==> src/rtl/dmem_pkg.sv <==
// Shared types and helpers for the banked data memory.
// Optional feature macro: DMEM_PARITY_EN (per-byte-lane even parity).
package dmem_pkg;

    typedef enum logic {ST_INIT, ST_RUN} state_e;

    localparam int unsigned DATA_W_DEF = 16;
    localparam int unsigned BE_W       = DATA_W_DEF / 8;

    // Even parity bit for one byte lane: bit that makes the total count of ones even
    function automatic logic lane_parity(input logic [7:0] lane);
        return ^lane;
    endfunction

endpackage

==> src/rtl/dmem_array.sv <==
// Storage for the banked data memory: byte-lane writes and a registered read port.
// With DMEM_PARITY_EN defined, one even-parity bit per lane is stored and checked on read.
module dmem_array
    import dmem_pkg::*;
#(
    parameter int unsigned DATA_W = DATA_W_DEF,
    parameter int unsigned DEPTH  = 64,
    parameter int unsigned IDX_W  = 6
) (
    input  logic                  clk_i,
    input  logic                  rst_i,
`ifdef DMEM_PARITY_EN
    input  logic                  pinj_i,
    output logic                  perr_o,
`endif
    input  logic                  we_i,
    input  logic [DATA_W/8-1:0]   wbe_i,
    input  logic [IDX_W-1:0]      waddr_i,
    input  logic [DATA_W-1:0]     wdata_i,
    input  logic                  re_i,
    input  logic                  rzero_i,
    input  logic [IDX_W-1:0]      raddr_i,
    output logic [DATA_W-1:0]     rdata_o
);

    localparam int unsigned LANES = DATA_W / 8;

    logic [DATA_W-1:0] mem_q [DEPTH];
    logic [DATA_W-1:0] rdata_q;

    // Byte-lane write: only enabled lanes of the addressed word change
    always_ff @(posedge clk_i) begin
        if (we_i) begin
            for (int i = 0; i < LANES; i++) begin
                if (wbe_i[i]) begin
                    mem_q[waddr_i][i*8 +: 8] <= wdata_i[i*8 +: 8];
                end
            end
        end
    end

    // Read register: loads only on an accepted read, so it holds during backpressure
    always_ff @(posedge clk_i) begin
        if (rst_i) begin
            rdata_q <= '0;
        end else if (re_i) begin
            rdata_q <= rzero_i ? '0 : mem_q[raddr_i];
        end
    end

    assign rdata_o = rdata_q;

`ifdef DMEM_PARITY_EN
    logic [LANES-1:0] par_q [DEPTH];
    logic [LANES-1:0] rpar_q;
    logic             perr_c;

    // Parity store: written alongside each enabled lane, optionally inverted for fault injection
    always_ff @(posedge clk_i) begin
        if (we_i) begin
            for (int i = 0; i < LANES; i++) begin
                if (wbe_i[i]) begin
                    par_q[waddr_i][i] <= lane_parity(wdata_i[i*8 +: 8]) ^ pinj_i;
                end
            end
        end
    end

    // Parity read register tracks the data read register
    always_ff @(posedge clk_i) begin
        if (rst_i) begin
            rpar_q <= '0;
        end else if (re_i) begin
            rpar_q <= rzero_i ? '0 : par_q[raddr_i];
        end
    end

    // Any lane whose stored parity disagrees with its data flags an error
    always_comb begin
        perr_c = 1'b0;
        for (int i = 0; i < LANES; i++) begin
            if (lane_parity(rdata_q[i*8 +: 8]) != rpar_q[i]) begin
                perr_c = 1'b1;
            end
        end
    end

    assign perr_o = perr_c;
`endif

endmodule

==> src/rtl/data_mem_banked.sv <==
// Parametrised synchronous data memory with valid/ready request port, byte-lane writes,
// 1-cycle registered read response with backpressure, and a self-clearing init sequencer.
// Optional feature macro: DMEM_PARITY_EN adds per-lane parity plus rsp_perr / req_perr_inj.
module data_mem_banked
    import dmem_pkg::*;
#(
    parameter int unsigned       DATA_W   = DATA_W_DEF,
    parameter int unsigned       ADDR_W   = 8,
    parameter int unsigned       DEPTH    = 64,
    parameter logic [DATA_W-1:0] INIT_VAL = '0
) (
    input  logic                  mem_clk,
    input  logic                  reset,
`ifdef DMEM_PARITY_EN
    input  logic                  req_perr_inj,
    output logic                  rsp_perr,
`endif
    input  logic                  req_valid,
    output logic                  req_ready,
    input  logic                  req_we,
    input  logic [DATA_W/8-1:0]   req_be,
    input  logic [ADDR_W-1:0]     req_addr,
    input  logic [DATA_W-1:0]     req_wdata,
    output logic                  rsp_valid,
    input  logic                  rsp_ready,
    output logic [DATA_W-1:0]     rsp_rdata,
    output logic                  init_busy
);

    localparam int unsigned IDX_W = (DEPTH > 1) ? $clog2(DEPTH) : 1;
    localparam int unsigned AW1   = ADDR_W + 1;
    localparam logic [AW1-1:0]   DEPTH_A  = AW1'(DEPTH);
    localparam logic [IDX_W-1:0] LAST_IDX = IDX_W'(DEPTH - 1);

    state_e             state_q;
    logic [IDX_W-1:0]   init_addr_q;
    logic [IDX_W-1:0]   init_addr_d;
    logic               init_busy_q;
    logic               rsp_valid_q;

    logic               req_ready_c;
    logic               oor_c;
    logic               rd_acc_c;
    logic               wr_acc_c;

    logic               arr_we_c;
    logic [DATA_W/8-1:0] arr_wbe_c;
    logic [IDX_W-1:0]   arr_waddr_c;
    logic [DATA_W-1:0]  arr_wdata_c;
    logic [DATA_W-1:0]  arr_rdata;

    // Handshake decode: accept only in RUN when the response slot is free or draining
    assign req_ready_c = ~reset & (state_q == ST_RUN) & (~rsp_valid_q | rsp_ready);
    assign oor_c       = {1'b0, req_addr} >= DEPTH_A;
    assign rd_acc_c    = req_valid & req_ready_c & ~req_we;
    assign wr_acc_c    = req_valid & req_ready_c & req_we & ~oor_c;
    assign init_addr_d = init_addr_q + IDX_W'(1);

    // Write port mux: init sequencer owns the array until RUN
    always_comb begin
        arr_we_c    = 1'b0;
        arr_wbe_c   = '0;
        arr_waddr_c = init_addr_q;
        arr_wdata_c = INIT_VAL;
        if (state_q == ST_INIT) begin
            arr_we_c  = 1'b1;
            arr_wbe_c = '1;
        end else if (wr_acc_c) begin
            arr_we_c    = 1'b1;
            arr_wbe_c   = req_be;
            arr_waddr_c = IDX_W'(req_addr);
            arr_wdata_c = req_wdata;
        end
    end

    // Control FSM: INIT sweeps every word once, RUN tracks the response slot
    always_ff @(posedge mem_clk) begin
        if (reset) begin
            state_q     <= ST_INIT;
            init_addr_q <= '0;
            init_busy_q <= 1'b1;
            rsp_valid_q <= 1'b0;
        end else begin
            case (state_q)
                ST_INIT: begin
                    init_addr_q <= init_addr_d;
                    if (init_addr_q == LAST_IDX) begin
                        state_q     <= ST_RUN;
                        init_busy_q <= 1'b0;
                    end
                end
                ST_RUN: begin
                    if (rd_acc_c) begin
                        rsp_valid_q <= 1'b1;
                    end else if (rsp_ready) begin
                        rsp_valid_q <= 1'b0;
                    end
                end
                default: state_q <= ST_INIT;
            endcase
        end
    end

`ifdef DMEM_PARITY_EN
    logic arr_perr;
`endif

    dmem_array #(
        .DATA_W (DATA_W),
        .DEPTH  (DEPTH),
        .IDX_W  (IDX_W)
    ) u_array (
        .clk_i   (mem_clk),
        .rst_i   (reset),
`ifdef DMEM_PARITY_EN
        .pinj_i  (wr_acc_c & req_perr_inj),
        .perr_o  (arr_perr),
`endif
        .we_i    (arr_we_c),
        .wbe_i   (arr_wbe_c),
        .waddr_i (arr_waddr_c),
        .wdata_i (arr_wdata_c),
        .re_i    (rd_acc_c),
        .rzero_i (oor_c),
        .raddr_i (IDX_W'(req_addr)),
        .rdata_o (arr_rdata)
    );

    assign req_ready = req_ready_c;
    assign rsp_valid = rsp_valid_q;
    assign rsp_rdata = arr_rdata;
    assign init_busy = init_busy_q;
`ifdef DMEM_PARITY_EN
    assign rsp_perr  = rsp_valid_q & arr_perr;
`endif

endmodule

==> config.mk <==
export PLATFORM = sky130hd
export DESIGN_NAME = data_mem_banked
export DESIGN_NICKNAME = d
export VERILOG_FILES = /design/src/rtl/dmem_pkg.sv /design/src/rtl/dmem_array.sv /design/src/rtl/data_mem_banked.sv
export SDC_FILE = /design/constraint.sdc
export NUM_CORES = 1
export LEC_CHECK = 0
export CORE_ASPECT_RATIO = 0.7
export CORE_UTILIZATION = 40
export CTS_BUF_LIST = sky130_fd_sc_hd__clkbuf_4
export DETAILED_ROUTE_END_ITERATION = 10
export PLACE_DENSITY = 0.54
export REMOVE_ABC_BUFFERS = 1
export SKIP_CTS_REPAIR_TIMING = 1
export SLEW_MARGIN = 10
export SYNTH_ARGS = -nofsm -noshare
export SYNTH_HDL_FRONTEND = slang
export SYNTH_SLANG_ARGS = --single-unit
==> constraint.sdc <==
create_clock -name mem_clk -period 4.03 [get_ports mem_clk]
set_input_delay 0.403 -clock mem_clk [delete_from_list [all_inputs] [get_ports mem_clk]]
set_output_delay 0.403 -clock mem_clk [all_outputs]
set_load 0.005 [all_outputs]
==> impl_metrics.toml, run 1 <==
[setup_path]
end_kind = "flip-flop"
path_depth = 6
cp-start-kind = "flip-flop"
required_ns = 4.80
max_stage_delay_ns = 0.72
ff2ff_path_depth = 6
reg2reg_slack_ns = 0.89
arrival_ns = 3.92
path_max_fanout = 10
cp_top_family = "simple AND/OR/NAND/NOR gates"
path_class = "reg -> reg"
cp_slowest_cell = "nor2_1"
crit_buf_inv = 1
crit_chain = "nand2b_1 > and3_1 > buf_4 > o31ai_2 > nand2_1 > nor2_1"

[cells_and_area]
finalNonFillerCells = 3845
syn_to_final_growth_pct = 15.7
finalNetCount = 2375
drive_above_1_share_pct = 34.4

[cts]
clk_pin_slew_ns = 0.07
cts_root_buf = "clkbuf_4"
clock_latency_ns = 1.19
h-tree-depth = 5
clock-sinks = 1049
cts_tree = "done"
cts_max_path_buffers = 4
cts_inserted_buffers = 279

[sta]
setup_viol = 0
min_period_over_period_pct = 78.0
hold_viol_final = 0
min_period_ns = 3.14
max_freq_mhz = 318
rsz0062_at_grt = "no"
slew_violations = 0
setup_tns_ns = 0
clock_skew_ns = 0.0736
slew_headroom_pct = 33.7
tightest_slew_ns = 0.995

[global_routing]
grt_pass1_wl_um = 155000
grt_pass1_vias = 21900
grt_overflow = 0
antenna_found_initial = 7
grt_max_degree = 65
grt_util_all_layers_pct = 21.1

[worst_hold_path]
min_path_type = "in -> reg"
whs_path_depth = 6

[detailed_routing]
wl_per_cell_um = 28.0
first_pass_iters = 8
via_per_inst = 5.55
drtAntennaViolNets = 0
wl_um = 107000
drc_errors = 0
drt_iter0_markers = 2366
vias = 21400

[job]
maxCapViolCount = 0

[yosys]
syn_inst = 1942
yosys.area.top_type = "edfxtp_1"
synth_area_um2 = 40900
synth_edf_count = 1024
synth_warnings = 0
yosys-top-cells-area = "edfxtp_1 (75%), mux4_2 (14%), mux2i_1 (2.1%)"
yosysMostFrequentCell = "edfxtp_1"
ys_ff_latch = 1049
synth-async-reset-ratio_pct = 0
yosys.cell_types.count = 47
netlist_top_cells_count = "edfxtp_1 (1024), mux4_2 (252), nor2_1 (157)"
ys.flop_type = "edfxtp_1"
synth_top_area_share_pct = 75.2
synth_area_per_cell_um2 = 21.1
ys_seq_area_share_pct = 76.4

[floorplanning]
die_w_um = 384
pin_count = 50
die_h_um = 269
initial_core_util_pct = 40.6
fp-row-count = 97
coreArea_um2 = 101000
dieArea_um2 = 104000

[power]
peakVddDrop_v = 0.000210
power_mw = 21.5
p_per_area_nw_per_um2 = 454
leakage_nw = 17.0

[placement]
post-place-cells = 3392
io_buffers = 49
dp_hpwl_um = 66700
place.gp.congestion = 0.841

[outcome]
status = "completed"
## sequential cells by signal, summed over array words and instances (netlist names)
| signal | flops |
|---|---|
| u_array.rdata_o | 16 |
| u_array.mem_q | 1024 |
| state_q | 1 |
| init_busy | 1 |
| init_addr_q | 6 |
| rsp_valid | 1 |
## cells by family (layout without fill, tap and decap cells)
logic type,count (synthesis),in the layout,synth area share (%)
buf+inv,117,676,1.54
compound gates,93,93,1.78
xor+xnor,4,4,0.0857
simple gates,333,333,3.61
other cells,0,8,0
flops,1049,1049,76.4
mux,345,345,16.5
fa+ha+maj,1,1,0.0306
## cells in the final DEF (no fill, tap or decap), types with 9 or more instances in the layout
| cell | n |
|---|---|
| a22oi_1 | 50 |
| and2_2 | 16 |
| buf_12 | 21 |
| buf_4 | 154 |
| clkbuf_4 | 382 |
| clkdlybuf4s50_1 | 45 |
| clkinv_1 | 42 |
| clkinv_2 | 9 |
| dfxtp_1 | 25 |
| edfxtp_1 | 1024 |
| mux2i_1 | 84 |
| mux4_1 | 9 |
| mux4_2 | 252 |
| nand2_1 | 74 |
| nand3_1 | 42 |
| nand4_1 | 20 |
| nor2_1 | 155 |
| o21ai_1 | 9 |
## stage by stage
step | utilization [%] | hold slack (ns) | setup WS (ns) | area (µm²)
after floorplan | - | 0.450 | 0.961 | 40300
after global placement | 43.8 | 0.479 | 0.337 | 44100
after CTS | 46.9 | -0.258 | 0.894 | 47200
after global routing | 47.0 | 0.00179 | 0.758 | 47300
after detailed placement | 43.8 | 0.490 | 0.284 | 44100
final | 47.0 | 0.0731 | 0.886 | 47300
## tightest hold or removal path, delay by kind of cell
kind	cells	cell delay [ns]
muxes	2	0.35
and+or+nand+nor	3	0.26
buffers and inverters	1	0.18
## per-layer routing
metal / GRT usage, % / part of all wire, % / routed length [µm] / up-vias
li1: - / - / - / 9011
met1: 32.6 / 46 / 49800 / 11200
met2: 28.1 / 42 / 45200 / 1028
met3: 6.72 / 10 / 10800 / 150
met4: 6.71 / 1.5 / 1660 / 4
met5: 0 / 0.020 / 21 / -
## cell type report
| class | instances | area (µm²) |
|---|---|---|
| Antenna cell | 8 | 20.0 |
| Sequential cell | 1049 | 31300 |
| Clock buffer | 382 | 2870 |
| Tap cell | 1336 | 1670 |
| Multi-Input combinational cell | 776 | 9050 |
| Clock inverter | 57 | 278 |
| Fill cell | 8438 | 53300 |
| Inverter | 7 | 26.3 |
| Timing Repair Buffer | 230 | 2130 |
## power breakdown
part,internal [mW],total [mW],switching [mW]
registers,11.8,11.9,0.0206
logic,0.380,0.931,0.551
clock network,4.47,8.66,4.19
total,16.7,21.5,4.76
## worst paths after layout
check / from / to
setup reg to reg: rsp_valid$_SDFFE_PP0P_ / u_array.mem_q[0][4]$_DFFE_PP_
setup / recovery: rsp_valid$_SDFFE_PP0P_ / u_array.mem_q[0][4]$_DFFE_PP_
hold reg to reg: u_array.rdata_o[10]$_SDFFE_PP0P_ / u_array.rdata_o[10]$_SDFFE_PP0P_
hold / removal: req_addr[2] / u_array.rdata_o[14]$_SDFFE_PP0P_
(Power assumes the default switching activity.)
==> run 2: changes to the inputs <==
- clock period: 4.03 -> 3.2 ns (I/O delays scaled with it)
==> impl_metrics.toml, run 2 (synthesized netlist as in run 1, its figures left out) <==
[sta]
rsz0062_at_grt = "yes"
tightest_slew_ns = 1.21
hold_viol_final = 0
clock_skew_ns = 0.0651
slew_violations = 0
min_period_over_period_pct = 99.8
setup_viol = 0
min_period_ns = 3.19
max_freq_mhz = 313
slew_headroom_pct = 18.8

[setup_path]
r2r_start = "state_q$_SDFF_PP0_"
ff2ff_path_depth = 7
arrival_ns = 4.06
cp-start-kind = "flip-flop"
path_max_fanout = 11
reg2reg_slack_ns = 0.007
cp_slowest_cell = "mux2i_1"
cp_top_family = "simple AND/OR/NAND/NOR gates"
max_stage_delay_ns = 0.52
crit_top_cell = "buf_4"
required_ns = 4.07
end_kind = "flip-flop"
crit_buf_inv = 2
timing.rr.end = "u_array.mem_q[63][4]$_DFFE_PP_"
crit_chain = "nor2b_1 > and3_1 > buf_4 > mux2i_1 > o21ai_1 > nor2_1 > buf_4"
path_class = "reg -> reg"

[placement]
dp_hpwl_um = 70200
place.gp.congestion = 0.850
io_buffers = 49
post_dp_cell_area_um2 = 44900

[cells_and_area]
regMostFlops = "u_array.mem_q"
layout.cells.most_common = "edfxtp_1"
fill_cells = 8360
fin_area_um2 = 48200
largest_register_ff_count = 1024
finalNetCount = 2466
drive_above_1_share_pct = 36.8
syn_to_final_growth_pct = 17.9
layout_common_cells = "edfxtp_1 (1024), clkbuf_4 (381), mux4_2 (252), buf_4 (238), nor2_1 (151)"

[global_routing]
grt_pass1_wl_um = 159000
grt_util_all_layers_pct = 21.6
grt_max_degree = 65
antenna_found_initial = 8
grt_overflow = 0
grt_pass1_vias = 22500

[floorplanning]
pin_count = 50
coreArea_um2 = 101000
initial_core_util_pct = 40.6
die_h_um = 269
die_w_um = 384
fp-row-count = 97
dieArea_um2 = 104000

[detailed_routing]
first_pass_iters = 5
drtAntennaViolNets = 0
drt_iter0_markers = 2399
vias = 21800
wl_per_cell_um = 27.9
via_per_inst = 5.52
wl_um = 110000
drc_errors = 0

[cts]
h-tree-depth = 5
cts_tree = "done"
cts_root_buf = "clkbuf_4"
clk_pin_slew_ns = 0.06
cts_max_path_buffers = 4
clock-sinks = 1049
cts_inserted_buffers = 276
clock_latency_ns = 1.18

[power]
power_mw = 27.2
peakVddDrop_v = 0.000262
p_per_area_nw_per_um2 = 564
leakage_nw = 17.6

[outcome]
status = "completed"

[worst_hold_path]
min_path_type = "in -> reg"
hold_path_startpoint = "req_addr[0]"
hold_end = "u_array.rdata_o[14]$_SDFFE_PP0P_"
whs_path_depth = 6

[job]
maxCapViolCount = 0
-- run 2: final cells by class --
| cell class | instances | area, µm² | share of cell area, % |
|---|---|---|---|
| clock inverters | 69 | 349 | 0.724 |
| well taps | 1336 | 1670 | 3.47 |
| multi-input cells | 776 | 9060 | 18.8 |
| flip-flops and latches | 1049 | 31300 | 64.8 |
| clock buffers | 381 | 2860 | 5.93 |
| inverters | 7 | 26.3 | 0.0545 |
| repair buffers | 324 | 2960 | 6.15 |
| diodes | 8 | 20.0 | 0.0415 |
-- run 2: worst max-delay path by stage --
| stage | cells after the start | slack [ns] | end | from |
|---|---|---|---|---|
| floorplan | 5 | 0.13 | u_array.mem_q[59][0]$_DFFE_PP_ | state_q$_SDFF_PP0_ |
| detailed placement | 8 | -0.43 | u_array.mem_q[31][4]$_DFFE_PP_ | req_addr[7] |
| finish | 7 | 0.007 | u_array.mem_q[63][4]$_DFFE_PP_ | state_q$_SDFF_PP0_ |
| global placement | 8 | -0.56 | u_array.mem_q[47][14]$_DFFE_PP_ | req_addr[7] |
| global route | 7 | -0.05 | u_array.mem_q[45][11]$_DFFE_PP_ | state_q$_SDFF_PP0_ |
| CTS | 7 | 0.11 | u_array.mem_q[41][11]$_DFFE_PP_ | state_q$_SDFF_PP0_ |
-- run 2: stage by stage --
stage                     hold WS, ns  utilization [%]  cells  TNS, ns  setup slack (ns)
after floorplan                 0.389                -   1832        0             0.131
after global placement          0.470             44.6   3486   -74.96            -0.555
after detailed placement        0.457             44.6   3486   -88.54            -0.434
after CTS                      -0.322             47.8   3936        0             0.107
after global routing          -0.0124             47.9   3949   -0.733           -0.0457
final                          0.0115             47.9   3950        0           0.00710
-- run 2: report_power, final --
group          internal, mW  leakage (nW)  switching, mW  total [mW]
Sequential             14.9          11.0         0.0264        14.9
Clock                  5.72          1.93           5.31        11.0
Combinational         0.518          4.69          0.703        1.22
-- run 2: worst min-delay path, delay by kind of cell --
family,cells,cell delay [ns]
buffers and inverters,2,0.41
and+or+nand+nor,3,0.23
muxes,1,0.13
-- run 2: routing by layer --
layer  vias to the layer above  GRT usage [%]  share of wire, %
met5                         -              0             0.012
met4                         2           7.32               1.8
met3                       159           7.66               9.8
met2                      1004           28.9                42
met1                     11400           32.6                46
li1                       9209              -                 -
